`src/rtl/csr_defs.sv`:
```
// Shared definitions for the LoongArch CSR file: addresses, field layout,
// writable-bit masks, exception codes and the masked-write merge helper.
package csr_defs;

    localparam logic [13:0] CSR_CRMD   = 14'h0000;
    localparam logic [13:0] CSR_PRMD   = 14'h0001;
    localparam logic [13:0] CSR_ECFG   = 14'h0004;
    localparam logic [13:0] CSR_ESTAT  = 14'h0005;
    localparam logic [13:0] CSR_ERA    = 14'h0006;
    localparam logic [13:0] CSR_BADV   = 14'h0007;
    localparam logic [13:0] CSR_EENTRY = 14'h000C;
    localparam logic [13:0] CSR_SAVE0  = 14'h0030;
    localparam logic [13:0] CSR_SAVE1  = 14'h0031;
    localparam logic [13:0] CSR_SAVE2  = 14'h0032;
    localparam logic [13:0] CSR_SAVE3  = 14'h0033;
    localparam logic [13:0] CSR_TID    = 14'h0040;
    localparam logic [13:0] CSR_TCFG   = 14'h0041;
    localparam logic [13:0] CSR_TVAL   = 14'h0042;
    localparam logic [13:0] CSR_TICLR  = 14'h0044;

    // Bits software may change through csr_we; everything else is hardware-owned or zero.
    localparam logic [31:0] WMASK_CRMD   = 32'h0000_01FF;
    localparam logic [31:0] WMASK_PRMD   = 32'h0000_0007;
    localparam logic [31:0] WMASK_ECFG   = 32'h0000_1BFF;
    localparam logic [31:0] WMASK_EENTRY = 32'hFFFF_FFC0;
    localparam logic [31:0] WMASK_FULL   = 32'hFFFF_FFFF;
    localparam logic [31:0] WMASK_TCFG   = 32'hFFFF_FFFF;

    localparam logic [31:0] CRMD_RESET   = 32'h0000_0008;
    localparam int          ESTAT_TI_BIT = 11;

    typedef enum logic [5:0] {
        ECODE_INT  = 6'h00,
        ECODE_ADEF = 6'h08,
        ECODE_ALE  = 6'h09,
        ECODE_SYS  = 6'h0B,
        ECODE_BRK  = 6'h0C,
        ECODE_INE  = 6'h0D
    } ecode_e;

    function automatic logic [31:0] csr_merge(
        input logic [31:0] old_value,
        input logic [31:0] wmask,
        input logic [31:0] wvalue,
        input logic [31:0] writable
    );
        logic [31:0] eff_mask;
        eff_mask = wmask & writable;
        return (old_value & ~eff_mask) | (wvalue & eff_mask);
    endfunction

endpackage

```
`src/rtl/csr_timer.sv`:
```
// Constant timer: holds TCFG, counts down from {InitVal,2'b00} and flags expiry
// while enabled at zero; one-shot mode parks at all-ones after wrapping.
module csr_timer
    import csr_defs::*;
(
    input  logic        clk,
    input  logic        resetn,
    input  logic        i_tcfg_we,
    input  logic [31:0] i_wmask,
    input  logic [31:0] i_wvalue,
    output logic [31:0] o_tcfg,
    output logic [31:0] o_tval,
    output logic        o_expire
);

    logic [31:0] r_tcfg;
    logic [31:0] r_cnt;
    logic [31:0] w_tcfg_new;
    logic [31:0] w_reload;
    logic        w_en;
    logic        w_periodic;

    assign w_tcfg_new = csr_merge(r_tcfg, i_wmask, i_wvalue, WMASK_TCFG);
    assign w_reload   = {r_tcfg[31:2], 2'b00};
    assign w_en       = r_tcfg[0];
    assign w_periodic = r_tcfg[1];

    // Configuration register and down-counter; a TCFG write beats a tick in the same cycle.
    always_ff @(posedge clk) begin
        if (!resetn) begin
            r_tcfg <= 32'h0000_0000;
            r_cnt  <= 32'hFFFF_FFFF;
        end else if (i_tcfg_we) begin
            r_tcfg <= w_tcfg_new;
            r_cnt  <= {w_tcfg_new[31:2], 2'b00};
        end else if (w_en && (r_cnt != 32'hFFFF_FFFF)) begin
            if ((r_cnt == 32'h0000_0000) && w_periodic) begin
                r_cnt <= w_reload;
            end else begin
                r_cnt <= r_cnt - 32'h0000_0001;
            end
        end
    end

    assign o_tcfg   = r_tcfg;
    assign o_tval   = r_cnt;
    assign o_expire = w_en && (r_cnt == 32'h0000_0000);

endmodule

```
`src/rtl/csr_file.sv`:
```
// LoongArch control/status register file: software CSR access from WB,
// exception/ertn state updates, interrupt status collection and the timer.
module csr_file
    import csr_defs::*;
#(
    parameter logic [31:0] TID_INIT    = 32'h0000_0000,
    parameter logic [31:0] EENTRY_INIT = 32'h0000_0000
) (
    input  logic        clk,
    input  logic        resetn,
    input  logic        csr_re,
    input  logic [13:0] csr_num,
    output logic [31:0] csr_rvalue,
    input  logic        csr_we,
    input  logic [31:0] csr_wmask,
    input  logic [31:0] csr_wvalue,
    input  logic        wb_ex,
    input  logic [5:0]  wb_ecode,
    input  logic [8:0]  wb_esubcode,
    input  logic [31:0] wb_ex_pc,
    input  logic [31:0] wb_vaddr,
    input  logic        ertn_flush,
    input  logic [7:0]  hw_int_in,
    input  logic        ipi_int_in,
    output logic [31:0] ex_entry,
    output logic [31:0] era_out,
    output logic        has_int
);

    logic [31:0] r_crmd;
    logic [31:0] r_prmd;
    logic [31:0] r_ecfg;
    logic [31:0] r_estat;
    logic [31:0] r_era;
    logic [31:0] r_badv;
    logic [31:0] r_eentry;
    logic [31:0] r_save [0:3];
    logic [31:0] r_tid;

    logic        w_wr_en;
    logic        w_tcfg_we;
    logic        w_ticlr_clr;
    logic [31:0] w_tcfg;
    logic [31:0] w_tval;
    logic        w_timer_expire;
    logic [1:0]  w_is_lo;
    logic [5:0]  w_ecode;
    logic [8:0]  w_esubcode;
    logic        w_timer_flag;
    logic [31:0] w_estat_next;
    logic [31:0] w_rvalue;
    logic        w_unused_csr_re;

    // The read path is always live, so the read strobe carries no information here.
    assign w_unused_csr_re = csr_re;

    // A committing exception squashes the CSR write of the same instruction.
    assign w_wr_en     = csr_we && !wb_ex;
    assign w_tcfg_we   = w_wr_en && (csr_num == CSR_TCFG);
    assign w_ticlr_clr = w_wr_en && (csr_num == CSR_TICLR) && csr_wvalue[0] && csr_wmask[0];

    csr_timer u_timer (
        .clk      (clk),
        .resetn   (resetn),
        .i_tcfg_we(w_tcfg_we),
        .i_wmask  (csr_wmask),
        .i_wvalue (csr_wvalue),
        .o_tcfg   (w_tcfg),
        .o_tval   (w_tval),
        .o_expire (w_timer_expire)
    );

    // Software writes, then exception/ertn side effects which take precedence.
    always_ff @(posedge clk) begin
        if (!resetn) begin
            r_crmd   <= CRMD_RESET;
            r_prmd   <= 32'h0000_0000;
            r_ecfg   <= 32'h0000_0000;
            r_era    <= 32'h0000_0000;
            r_badv   <= 32'h0000_0000;
            r_eentry <= EENTRY_INIT;
            r_tid    <= TID_INIT;
            for (int i = 0; i < 4; i++) begin
                r_save[i] <= 32'h0000_0000;
            end
        end else begin
            if (w_wr_en) begin
                case (csr_num)
                    CSR_CRMD:   r_crmd    <= csr_merge(r_crmd,    csr_wmask, csr_wvalue, WMASK_CRMD);
                    CSR_PRMD:   r_prmd    <= csr_merge(r_prmd,    csr_wmask, csr_wvalue, WMASK_PRMD);
                    CSR_ECFG:   r_ecfg    <= csr_merge(r_ecfg,    csr_wmask, csr_wvalue, WMASK_ECFG);
                    CSR_ERA:    r_era     <= csr_merge(r_era,     csr_wmask, csr_wvalue, WMASK_FULL);
                    CSR_BADV:   r_badv    <= csr_merge(r_badv,    csr_wmask, csr_wvalue, WMASK_FULL);
                    CSR_EENTRY: r_eentry  <= csr_merge(r_eentry,  csr_wmask, csr_wvalue, WMASK_EENTRY);
                    CSR_SAVE0:  r_save[0] <= csr_merge(r_save[0], csr_wmask, csr_wvalue, WMASK_FULL);
                    CSR_SAVE1:  r_save[1] <= csr_merge(r_save[1], csr_wmask, csr_wvalue, WMASK_FULL);
                    CSR_SAVE2:  r_save[2] <= csr_merge(r_save[2], csr_wmask, csr_wvalue, WMASK_FULL);
                    CSR_SAVE3:  r_save[3] <= csr_merge(r_save[3], csr_wmask, csr_wvalue, WMASK_FULL);
                    CSR_TID:    r_tid     <= csr_merge(r_tid,     csr_wmask, csr_wvalue, WMASK_FULL);
                    default: ;
                endcase
            end
            if (wb_ex) begin
                r_prmd <= {r_prmd[31:3], r_crmd[2:0]};
                r_crmd <= {r_crmd[31:3], 3'b000};
                r_era  <= wb_ex_pc;
                if (wb_ecode == ECODE_ADEF) begin
                    r_badv <= wb_ex_pc;
                end else if (wb_ecode == ECODE_ALE) begin
                    r_badv <= wb_vaddr;
                end
            end else if (ertn_flush) begin
                r_crmd <= {r_crmd[31:3], r_prmd[2:0]};
            end
        end
    end

    // ESTAT next state: software IS[1:0], live interrupt lines, timer flag and exception cause.
    always_comb begin
        w_is_lo    = r_estat[1:0];
        w_ecode    = r_estat[21:16];
        w_esubcode = r_estat[30:22];
        if (w_wr_en && (csr_num == CSR_ESTAT)) begin
            w_is_lo = (r_estat[1:0] & ~csr_wmask[1:0]) | (csr_wvalue[1:0] & csr_wmask[1:0]);
        end else begin
            w_is_lo = r_estat[1:0];
        end
        if (wb_ex) begin
            w_ecode    = wb_ecode;
            w_esubcode = wb_esubcode;
        end else begin
            w_ecode    = r_estat[21:16];
            w_esubcode = r_estat[30:22];
        end
        // Expiry set beats a TICLR clear landing on the same edge.
        w_timer_flag = w_timer_expire || (r_estat[ESTAT_TI_BIT] && !w_ticlr_clr);
        w_estat_next = {1'b0, w_esubcode, w_ecode, 3'b000, ipi_int_in,
                        w_timer_flag, 1'b0, hw_int_in, w_is_lo};
    end

    // ESTAT register.
    always_ff @(posedge clk) begin
        if (!resetn) begin
            r_estat <= 32'h0000_0000;
        end else begin
            r_estat <= w_estat_next;
        end
    end

    // Zero-latency read mux; unimplemented addresses and TICLR read as zero.
    always_comb begin
        w_rvalue = 32'h0000_0000;
        case (csr_num)
            CSR_CRMD:   w_rvalue = r_crmd;
            CSR_PRMD:   w_rvalue = r_prmd;
            CSR_ECFG:   w_rvalue = r_ecfg;
            CSR_ESTAT:  w_rvalue = r_estat;
            CSR_ERA:    w_rvalue = r_era;
            CSR_BADV:   w_rvalue = r_badv;
            CSR_EENTRY: w_rvalue = r_eentry;
            CSR_SAVE0:  w_rvalue = r_save[0];
            CSR_SAVE1:  w_rvalue = r_save[1];
            CSR_SAVE2:  w_rvalue = r_save[2];
            CSR_SAVE3:  w_rvalue = r_save[3];
            CSR_TID:    w_rvalue = r_tid;
            CSR_TCFG:   w_rvalue = w_tcfg;
            CSR_TVAL:   w_rvalue = w_tval;
            CSR_TICLR:  w_rvalue = 32'h0000_0000;
            default:    w_rvalue = 32'h0000_0000;
        endcase
    end

    assign csr_rvalue = w_rvalue;
    assign ex_entry   = r_eentry;
    assign era_out    = r_era;
    assign has_int    = r_crmd[2] && (|(r_estat[12:0] & r_ecfg[12:0]));

endmodule

```
`config.mk`:
```
export PLATFORM = sky130hd
export DESIGN_NAME = csr_file
export DESIGN_NICKNAME = d
export VERILOG_FILES = /design/src/rtl/csr_defs.sv /design/src/rtl/csr_timer.sv /design/src/rtl/csr_file.sv
export SDC_FILE = /design/constraint.sdc
export NUM_CORES = 1
export LEC_CHECK = 0
export ABC_AREA = 1
export ABC_CLOCK_PERIOD_IN_PS = 2820
export BUFFER_PORTS_ARGS = -buffer_cell sky130_fd_sc_hd__buf_4
export CORE_MARGIN = 1.5
export CORE_UTILIZATION = 25
export DETAILED_ROUTE_END_ITERATION = 7
export SYNTH_ARGS = -nofsm -noshare
export SYNTH_HDL_FRONTEND = slang
export SYNTH_SLANG_ARGS = --single-unit
```
`constraint.sdc`:
```
create_clock -name clk -period 2.82 [get_ports clk]
set_clock_uncertainty 0.1 [all_clocks]
set_input_delay 0.282 -clock clk [delete_from_list [all_inputs] [get_ports clk]]
set_output_delay 0.282 -clock clk [all_outputs]
set_load 0.02 [all_outputs]
```
Word level (Yosys, flattened, before mapping)
Memories as Yosys holds them, arrays and structs flattened.
Cells that the tools add are included.
{"block": "word_totals", "reg_bits": 320, "ramBits": 128, "input_bits": 172, "output_inout_bits": 97, "word_cells": 151, "mem_count": 1}
{"name": "r_save", "depth": 4, "width": 32, "read_ports": 4, "rd_ports_with_merged_regs": 0, "write_ports": 4, "line": "csr_file.sv:37", "rtl": "logic [31:0] r_save [0:3];"}
{"block": "classes", "n_addsub": 1, "n_eq_ne": 17, "muxes": 39, "bitwise_logic": 46, "reduce_logical": 32}
{"op": "$mux W32", "n": 15}
{"op": "$and A32 B32 Y32", "n": 14}
{"op": "$pmux W32 S14", "n": 1}
{"op": "$or A32 B32 Y32", "n": 12}
{"op": "$not A32 Y32", "n": 2}
{"op": "$eq A14 B3 Y1 const B", "n": 4}
{"op": "$eq A14 B6 Y1 const B", "n": 4}
{"op": "$eq A14 B7 Y1 const B", "n": 4}
{"op": "$and A32 B13 Y32", "n": 1}
{"op": "$and A32 B3 Y32", "n": 1}
{"op": "$and A32 B9 Y32", "n": 1}
{"op": "$logic_not A32 Y1", "n": 1}
{"op": "$ne A32 B32 Y1 const B", "n": 1}
{"op": "$not A13 Y32", "n": 1}
{"op": "$not A3 Y32", "n": 1}
{"op": "$not A9 Y32", "n": 1}
{"op": "$sub A32 B1 Y32 const B", "n": 1}
{"op": "$mux W3", "n": 6}
{"op": "$mux W1", "n": 17}
{"op": "$eq A14 B1 Y1 const B", "n": 1}
{"op": "$eq A14 B4 Y1 const B", "n": 1}
{"op": "$logic_not A14 Y1", "n": 1}
{"op": "$and A13 B13 Y13", "n": 1}
{"op": "$reduce_or A13 Y1", "n": 1}
{"op": "other kinds (14)", "n": 42}

Depth between registers and ports, before layout
Gate-level depths: netlist of the first run.
{"block": "depth", "word_depth": 8, "depth_mapped": 13, "depth_no_buf": 13}

Hierarchy
Synthesis of the first run repeated with hierarchy kept, for this count alone.
{"block": "unflattened", "hier_cells": 3110, "hier_area_um2": 20931.3}
{"module": "csr_file", "instances": 1, "cells_per_inst": 2341, "area_each_um2": 16482.1}
{"module": "csr_timer", "instances": 1, "cells_per_inst": 769, "area_each_um2": 4449.3}

Least setup slack after synthesis of the first run
Ideal clock, no wire load.
{"block": "synth_timing", "kind": "input to register", "start": "input port csr_num[11]", "end": "memory r_save[3][0] (enable)", "setup_ps": 389, "arrival_time_ps": 1954, "required_ps": 2331, "path_slack_ps": 376, "stages": 8, "path_cell_list": "nor2_2 nand2_2 nor2_8 nand2_2 nor2_4 buf_2 nand2_1 nand2_1"}
{"element": "from (decl)", "line": "csr_file.sv:12", "rtl": "input logic [13:0] csr_num,"}
{"element": "to (decl)", "line": "csr_file.sv:37"}

==> impl_metrics.tcl, run 1 <==
set metrics [dict create \
    outcome "finished, final reports clean" \
    rr_worst_depth 13 \
    grt_pass1_wl_um 140000 \
    core.rowCount 106 \
    fin_tns_setup_ps 0 \
    path_depth 13 \
    clk_latency_ps 580 \
    synth.distinct_cells 46 \
    path_common_cell "buf_4" \
    worstMarginPinSlew_ps 829 \
    overflow 0 \
    layout.nets 3774 \
    slew_headroom_pct 44.7 \
    hold_path_depth 5 \
    finalNonFillerCells 4716 \
    drive_gt1_share_pct 13.9 \
    min_from "wb_vaddr[22]" \
    viasPerCell 4.96 \
    power.leakage_nw 12.4 \
    ff2ff_setup_slack_ps 420 \
    grt_max_degree 121 \
    coreArea_sq_um 83600 \
    ios 269 \
    die_w_um 293 \
    worstSetupStartpointType "primary input" \
    gp_congestion 0.972 \
    async_flop_share_pct 0 \
    slowest_delay_ps 550 \
    synth.cell_area_sq_um 21100 \
    use_met1_pct 27.9 \
    worstPathCellList "buf_4 -> nor2_4 -> nand2_2 -> nor2_8 -> buf_4 -> nand4_4 -> nand2_4 -> buf_4 -> o21ai_2 -> nor2_1 -> dlygate4sd3_1 -> nor2_1 -> dlygate4sd3_1" \
    synth_xor_area_share_pct 0.291 \
    crit_slowest_cell "dlygate4sd3_1" \
    dp_hpwl_um 69800 \
    cts_buffers 42 \
    synth_adder_area_share_pct 0.119 \
    antenna_found_initial 9 \
    crit_fanout 7 \
    nFillCells 9170 \
    cts_root_buf "clkbuf_16" \
    synth_cells 3204 \
    cap_viol_max_count 0 \
    ys_ff_latch 365 \
    cts_tree "done" \
    grt_use_met3_pct 5.45 \
    fmax_ghz 0.364 \
    area_delta_synth_final_pct 30.0 \
    ant_nets 0 \
    ys_seq_area_share_pct 40.8 \
    rsz0062_at_grt "no" \
    die-area_sq_um 86000 \
    routed_wl_um 96700 \
    yosysWarningCount 0 \
    final_common_cell "nand2_1" \
    fp.dieH_um 293 \
    htree_levels 2 \
    gr-usage-met2_pct 35.0 \
    grt_pass1_vias 21900 \
    synth_edf_count 128 \
    setup_viol 0 \
    utilization_pct 32.8 \
    period_share_pct 97.4 \
    hold_violations 0 \
    clk_pin_slew_ps 60 \
    rr_endpoint "u_timer.o_tval[9]" \
    yosys.area_share.simple_pct 33.5 \
    critPathKind "in2reg" \
    p_per_area_nw_per_um2 464 \
    drt_iter0_markers 2512 \
    finalWorstSetupSlack_ps 72.9 \
    postSynthAreaPerCell_sq_um 6.58 \
    route.detailed.drc 0 \
    track_usage_pct 21.8 \
    synth_ff_type "dfxtp_1" \
    maxSlewViolCount 0 \
    critPathTopFamily "buffers and inverters" \
    clock_sinks 365 \
    synth.mux.area_fraction_pct 0 \
    clockBufferDepth 3 \
    place_ws_ps 272 \
    crit_required_ps 3180 \
    synth-compound-area-share_pct 15.6 \
    hold_path.class "in2reg" \
    fin_crit_ps 2750 \
    min_to "r_badv[22]" \
    portBuffers 261 \
    firstDrtPassIters 8 \
    p_total_w 0.0127 \
    start_util_pct 25.2 \
    busiest_layer "met2" \
    crit_buf_inv 5 \
    crit_arrival_ps 3110 \
    synth_top_family_by_area "simple AND/OR/NAND/NOR gates" \
    end_kind "flip-flop" \
    place_inst 4511 \
    vias 23400 \
    vdd_drop_max_mv 0.490 \
    most-common-layout-cells "nand2_1 (975), nor2_1 (405), buf_4 (346)" \
    routedWlPerCell_um 20.5 \
    r2r-start "u_timer.o_tval[0]" \
]
-- worst max path at each step --
stage	start	to
finish	csr_num[4]	flip-flop
global placement	csr_num[11]	csr_rvalue[14]
global route	wb_ecode[4]	r_badv[25]
floorplan	csr_num[11]	r_save[3][0]
detailed placement	csr_num[11]	csr_rvalue[14]
CTS	wb_ecode[4]	r_badv[16]
-- metrics by stage --
stage          instance area, sq um  hold WS, ps
6_report                      27400         15.5
5_1_grt                       27400         34.9
4_1_cts                       27400         4.90
3_5_place_dp                  24700          347
3_3_place_gp                  24700          342
2_1_floorplan                 21100          280
-- what timing repair did --
item                                   in CTS  in global routing
resized for setup                           0                  3
setup buffers                               0                  0
setup endpoints to repair                   0                  8
hold buffers                              125                  0
endpoints found under the hold margin     109                  0
-- worst register-to-register path, delay by kind of cell, from the launching register on --
kind	cells	cell delay (ps)
adders and majority gates	1	240
buffers and inverters	1	200
DFF	1	330
and+or+nand+nor	11	1430
-- cells in the mapped netlist (5+ instances only) --
cell type,instances,area [sq um]
nand2_1,976,3660
nor2_1,407,1530
inv_1,346,1300
a21oi_1,285,1430
dfxtp_1,237,4740
o21ai_0,214,1070
nand3_1,186,931
edfxtp_1,128,3840
o21ai_1,85,425
buf_2,69,345
nand4_1,45,282
clkbuf_1,42,158
nor3_1,30,150
buf_4,16,120
nor2_2,13,81.3
o211ai_1,13,97.6
nand2_2,12,75.1
inv_2,11,41.3
buf_1,10,37.5
nor2_4,10,113
o21ai_2,9,78.8
xor2_1,7,61.3
a22o_1,5,43.8
o21bai_1,5,37.5
-- per-layer routing --
layer  up-vias  part of all wire [%]
met4        12                   4.6
met2      1165                    44
li1      11100                     -
met1     10900                    41
met5         -                 0.081
met3       228                    10
-- report_power, final --
group          switching, W  internal, W
sequential        0.0000818      0.00556
combinational      0.000809     0.000486
clock               0.00239      0.00338
-- cell families after synthesis --
logic type                 count (synthesis)
and+or+nand+nor                         1698
AOI/OAI and AO/OA                        629
buffers and inverters                    502
DFF                                      365
xor gates and xnor gates                   7
adders and majority gates                  2
other                                      1
-- cell type report --
type                            instances  area [sq um]  share of cell area, %
Antenna cell                            3          7.51                 0.0274
Clock buffer                           65          1300                   4.76
Clock inverter                         12           130                  0.475
Inverter                              361          1360                   4.96
Multi-Input combinational cell       2342         10500                   38.2
Sequential cell                       365          8590                   31.4
Tap cell                             1080          1350                   4.93
Timing Repair Buffer                  488          4190                   15.3
(Power assumes the default switching activity.)
==> run 2, diff against run 1 <==
- CELL_PAD_IN_SITES_DETAIL_PLACEMENT: not set -> 2
- CELL_PAD_IN_SITES_GLOBAL_PLACEMENT: not set -> 2
- CORE_ASPECT_RATIO: not set -> 1.25
- PLACE_DENSITY_LB_ADDON: not set -> 0.1
- REMOVE_ABC_BUFFERS: not set -> 1
==> run 2 against run 1 <==
Effect of this change:
- non-clock buffer count down 14
- sequential cell count did not move
- cell area is 0.43% lower
- via count increased by 2.1%
- hold slack better by 10 ps
- clock power is essentially flat
- routed wire length up 21%
- core utilization is essentially flat
- combinational power hardly changed
- register-to-register slack worse by 100 ps
==> impl_metrics.tcl, run 2 (synthesis results as in run 1) <==
set metrics [dict create \
    outcome "finished, final reports clean" \
    intPower_w 0.00928 \
    start_util_pct 25.3 \
    layout.nets 3764 \
    coreArea_sq_um 83100 \
    firstDrtPassIters 5 \
    crit_fanout 9 \
    die-area_sq_um 86000 \
    end_kind "flip-flop" \
    viasPerCell 5.07 \
    clockBufferDepth 3 \
    period_share_pct 95.3 \
    worstMarginPinSlew_ps 734 \
    power.leakage_nw 12.3 \
    cts_buffers 46 \
    clk_pin_slew_ps 60 \
    grt_pass1_wl_um 172000 \
    worstSetupStartpointType "primary input" \
    drive_gt1_share_pct 13.4 \
    ios 269 \
    postPlaceCellArea_sq_um 24600 \
    portBuffers 261 \
    hold_path.class "in2reg" \
    antenna_cells 0 \
    crit_slowest_cell "dlygate4sd3_1" \
    most-common-layout-cells "nand2_1 (974), nor2_1 (406), inv_1 (344)" \
    overflow 0 \
    drt_iter0_markers 1159 \
    comb_power_share_pct 10.4 \
    final_common_cell "nand2_1" \
    clk_latency_ps 600 \
    setup_viol 0 \
    clock_sinks 365 \
    antenna_found_initial 3 \
    worstPathCellList "dlygate4sd3_1 -> buf_4 -> nor2_1 -> nand3_2 -> buf_4 -> nor2_1 -> inv_1 -> nand3_1 -> nand2_1 -> nand2_1 -> nand2_1 -> dlygate4sd3_1" \
    route.detailed.drc 0 \
    grt_pass1_vias 26300 \
    track_usage_pct 26.8 \
    stdcell_area_sq_um 27300 \
    multiInputGateArea_sq_um 10500 \
    rsz0062_at_grt "no" \
    crit_buf_inv 5 \
    seqCellArea_sq_um 8590 \
    critPathTopFamily "buffers and inverters" \
    critPathKind "in2reg" \
    place_ws_ps 134 \
    seqPwrFrac_pct 44.3 \
    routed_wl_um 117000 \
    grt_max_degree 96 \
    vias 23900 \
    area_delta_synth_final_pct 29.4 \
    core.rowCount 118 \
    p_switching_w 0.00347 \
    fmax_ghz 0.372 \
    fin_crit_ps 2690 \
    hold_violations 0 \
    p_per_area_nw_per_um2 467 \
    clkPwrFrac_pct 45.4 \
    cts_tree "done" \
    slew_headroom_pct 51.0 \
    nFillCells 9961 \
    dp_hpwl_um 81900 \
    crit_required_ps 3210 \
    p_sw_share_pct 27.2 \
    cts_root_buf "clkbuf_16" \
    path_common_cell "nand2_1" \
    die_w_um 263 \
    htree_levels 2 \
    ant_nets 0 \
    gp_congestion 0.860 \
    cap_viol_max_count 0 \
    holdWs_ps 25.6 \
    finalWorstSetupSlack_ps 134 \
    place_inst 4497 \
    fp.dieH_um 328 \
    finalNonFillerCells 4707 \
    crit_arrival_ps 3070 \
    maxSlewViolCount 0 \
    routedWlPerCell_um 24.8 \
    slowest_delay_ps 540 \
    vdd_drop_max_mv 0.381 \
]
## run 2: worst paths after layout
kind                        endpoint               from  cells after the start  slack (ps)
hold / removal             r_badv[3]        wb_vaddr[3]                      5          30
setup reg to reg  u_timer.o_tval[25]  u_timer.o_tval[1]                     11         320
hold reg to reg          r_estat[20]        r_estat[20]                      2         360
setup / recovery           r_badv[4]        wb_ecode[4]                     12         130
## run 2: stage by stage
step | power [W] | TNS (ps) | utilization [%]
floorplan | 0.00623 | -57230 | -
global placement | 0.00691 | 0 | 29.6
detailed placement | 0.00695 | 0 | 29.6
CTS | 0.0129 | 0 | 32.8
global route | 0.0132 | 0 | 32.8
finish | 0.0127 | 0 | 32.8
## run 2: layout make-up
cell class | count | share of cell area (%)
timing repair buffer | 474 | 15.1
sequential | 365 | 31.5
tap | 1080 | 4.95
clock inverter | 18 | 0.408
multi-input combinational | 2342 | 38.4
clock buffer | 67 | 4.70
inverter | 361 | 5.00
## run 2: power groups by stage
stage          logic (W)  registers [W]  clock network [W]
6_report         0.00132        0.00564            0.00578
5_1_grt          0.00143        0.00565            0.00610
4_1_cts          0.00133        0.00564            0.00592
3_5_place_dp     0.00119        0.00575                  0
3_3_place_gp     0.00116        0.00575                  0
2_1_floorplan   0.000457        0.00577                  0
## run 2: repair_timing
| item | 4_1_cts | 5_1_grt |
|---|---|---|
| hold endpoints to repair | 109 | 0 |
| resized for setup | 0 | 3 |
| setup buffers | 0 | 0 |
| setup endpoints to repair | 0 | 6 |
| hold buffers | 125 | 0 |
## run 2: worst reg2reg max path, cell delays in order (launching register included)
cell and delay (ps):
dfxtp_1 340, inv_1 210, ha_1 240, nand2_2 120, nor2_4 230, nand2_1 120, nor2_2 140, nand4_1 270
nand2_1 360, nand2_1 120, nand3_1 100, nand2_1 50
## run 2: metal layers
| layer | part of all wire [%] | GRT usage [%] | vias up |
|---|---|---|---|
| li1 | - | - | 11100 |
| met1 | 42 | 31.6 | 12200 |
| met2 | 52 | 50.9 | 462 |
| met3 | 2.8 | 2.26 | 146 |
| met4 | 3.2 | 8.78 | 0 |
| met5 | 0 | 0 | - |
==> run 3, diff against run 2 <==
- SKIP_CTS_REPAIR_TIMING: not set -> 1
- SYNTH_HIERARCHICAL: not set -> 1
==> run 3 against run 2 <==
Effect of this change:
- the run now ends with design-rule violations, negative hold slack left
- hold slack worse by 35 ps
- sequential cell count stayed put
- die area is 0.65% lower
- clock power is 2% lower
- cell count is 1.4% lower
- combinational power is 5% lower
- global-route usage is 2.4 points lower
- non-clock buffer count is 36 higher
- via count is 2.1% lower
==> impl_metrics.tcl, run 3 <==
set metrics [dict create \
    fin_crit_ps 2730 \
    synthTopCellsByCount "nand2_1 (951), nor2_1 (408), a21oi_1 (316)" \
    violations "design-rule violations, negative hold slack" \
    viasPerCell 5.03 \
    grt_max_degree 101 \
    track_usage_pct 24.5 \
    vdd_drop_max_mv 0.357 \
    cap_viol_max_count 0 \
    crit_arrival_ps 3140 \
    die_w_um 262 \
    end_kind "flip-flop" \
    finalWorstSetupSlack_ps 93.6 \
    cts_root_buf "clkbuf_16" \
    yosysTopAreaCellShare_pct 22.7 \
    ios 269 \
    antenna_cells 0 \
    holdWs_ps -8.98 \
    slew_headroom_pct 51.8 \
    power.leakage_nw 11.8 \
    firstDrtPassIters 8 \
    maxSlewViolCount 0 \
    core.rowCount 118 \
    synth_ff_type "dfxtp_1" \
    cts_buffers 45 \
    synth_cells 3110 \
    p_per_area_nw_per_um2 455 \
    final_common_cell "nand2_1" \
    grt_pass1_wl_um 157000 \
    critPathKind "in2reg" \
    drive_gt1_share_pct 13.6 \
    start_util_pct 25.3 \
    vias 23400 \
    clock_sinks 365 \
    utilization_pct 33.3 \
    overflow 0 \
    ant_nets 0 \
    grt_pass1_vias 24600 \
    crit_fanout 63 \
    area_delta_synth_final_pct 31.6 \
    synth.cell_area_sq_um 20900 \
    setup_viol 0 \
    stdcell_area_sq_um 27500 \
    route.detailed.drc 22 \
    outcome "finished with violations" \
    synth_edf_count 128 \
    htree_levels 2 \
    async_flop_share_pct 0 \
    ys_ff_latch 365 \
    period_share_pct 96.7 \
    fmax_ghz 0.367 \
    yosysWarningCount 6 \
    dp_hpwl_um 76700 \
    yosysTopAreaCell "dfxtp_1" \
    gp_congestion 0.832 \
    die-area_sq_um 85500 \
    cts_tree "done" \
    portBuffers 261 \
    ys_seq_area_share_pct 41.0 \
    synth_area_leaders "dfxtp_1 (23%), edfxtp_1 (18%), nand2_1 (17%), a21oi_1 (7.6%), nor2_1 (7.3%)" \
    clk_latency_ps 580 \
    hold_violations 2 \
    worstMarginPinSlew_ps 721 \
    postSynthAreaPerCell_sq_um 6.73 \
    hold_path.class "in2reg" \
    fp.dieH_um 327 \
    routed_wl_um 108000 \
    place_ws_ps 224 \
    synth.distinct_cells 41 \
    worstSetupStartpointType "primary input" \
    coreArea_sq_um 82800 \
    clockBufferDepth 3 \
    postPlaceCellArea_sq_um 24600 \
    antenna_found_initial 1 \
    routedWlPerCell_um 23.2 \
    drt_iter0_markers 986 \
    synth.most_common_cell "nand2_1" \
    crit_required_ps 3230 \
    layout.nets 3702 \
    most-common-layout-cells "nand2_1 (951), nor2_1 (407), buf_4 (327)" \
    clk_pin_slew_ps 60 \
]
==> run 3: cell types whose count changed after synthesis, sizes merged, moves of 7 or more <==
| cell | change |
|---|---|
| a21oi | +31 |
| buf | -9 |
| clkbuf | +12 |
| inv | -94 |
| nand2 | -26 |
| nand3 | +29 |
| nand4 | +20 |
| nor2 | +7 |
| nor3b | +35 |
| o211ai | +20 |
| o21ai | -155 |
| o21bai | +23 |
| xnor2 | +7 |
==> run 3: worst paths after layout <==
kind	startpoint	to	slack [ps]	cells after the start
setup / recovery	csr_num[11]	flip-flop	90	12
hold / removal	wb_ex_pc[8]	r_badv[8]	-9	5
setup reg to reg	u_timer/o_tval[1]	u_timer/o_tval[23]	460	10
hold reg to reg	flip-flop	flip-flop	370	2
==> run 3: power by group <==
| part | switching [W] | internal (W) |
|---|---|---|
| Sequential | 0.0000807 | 0.00556 |
| Clock | 0.00247 | 0.00317 |
| Combinational | 0.000771 | 0.000481 |
| Total | 0.00332 | 0.00921 |
==> run 3: through the flow <==
stage | total power (W) | instances | TNS, ps
after detailed placement | 0.00688 | 4404 | 0
after global routing | 0.0130 | 4642 | -203
after floorplan | 0.00619 | 2971 | -102840
after CTS | 0.0126 | 4485 | 0
after global placement | 0.00684 | 4404 | 0
final | 0.0125 | 4642 | 0
==> run 3: area by class of cell <==
type,instances,area [sq um]
timing repair buffer,510,4550
tap,1080,1350
multi-input combinational,2336,10700
inverter,270,1020
clock inverter,13,60.1
fill,9734,55300
clock buffer,68,1300
sequential,365,8590
==> run 3: kinds of logic after synthesis <==
kind of cell | synth area share [%]
xor+xnor | 0.628
compound gates | 13.8
fa+ha+maj | 0.120
simple gates | 36.3
other cells | 0.0179
buf+inv | 8.12
flops | 41.0
==> run 3: layer usage <==
| layer | part of all wire (%) | global-route usage [%] | vias up |
|---|---|---|---|
| met2 | 52 | 45.2 | 373 |
| li1 | - | - | 11000 |
| met4 | 2.4 | 6.17 | 2 |
| met1 | 43 | 30.0 | 11800 |
| met3 | 2.4 | 2.42 | 144 |
| met5 | 0.012 | 0 | - |
==> run 3: worst max-delay path, stage by stage <==
cell	delay, ps
buf_4	110
nor2_1	160
nand2_1	120
nor2_4	200
buf_4	200
nand3_1	130
nor2_4	130
buf_12	300
nand3_1	120
dlygate4sd3_1	580
a21oi_1	150
dlygate4sd3_1	570
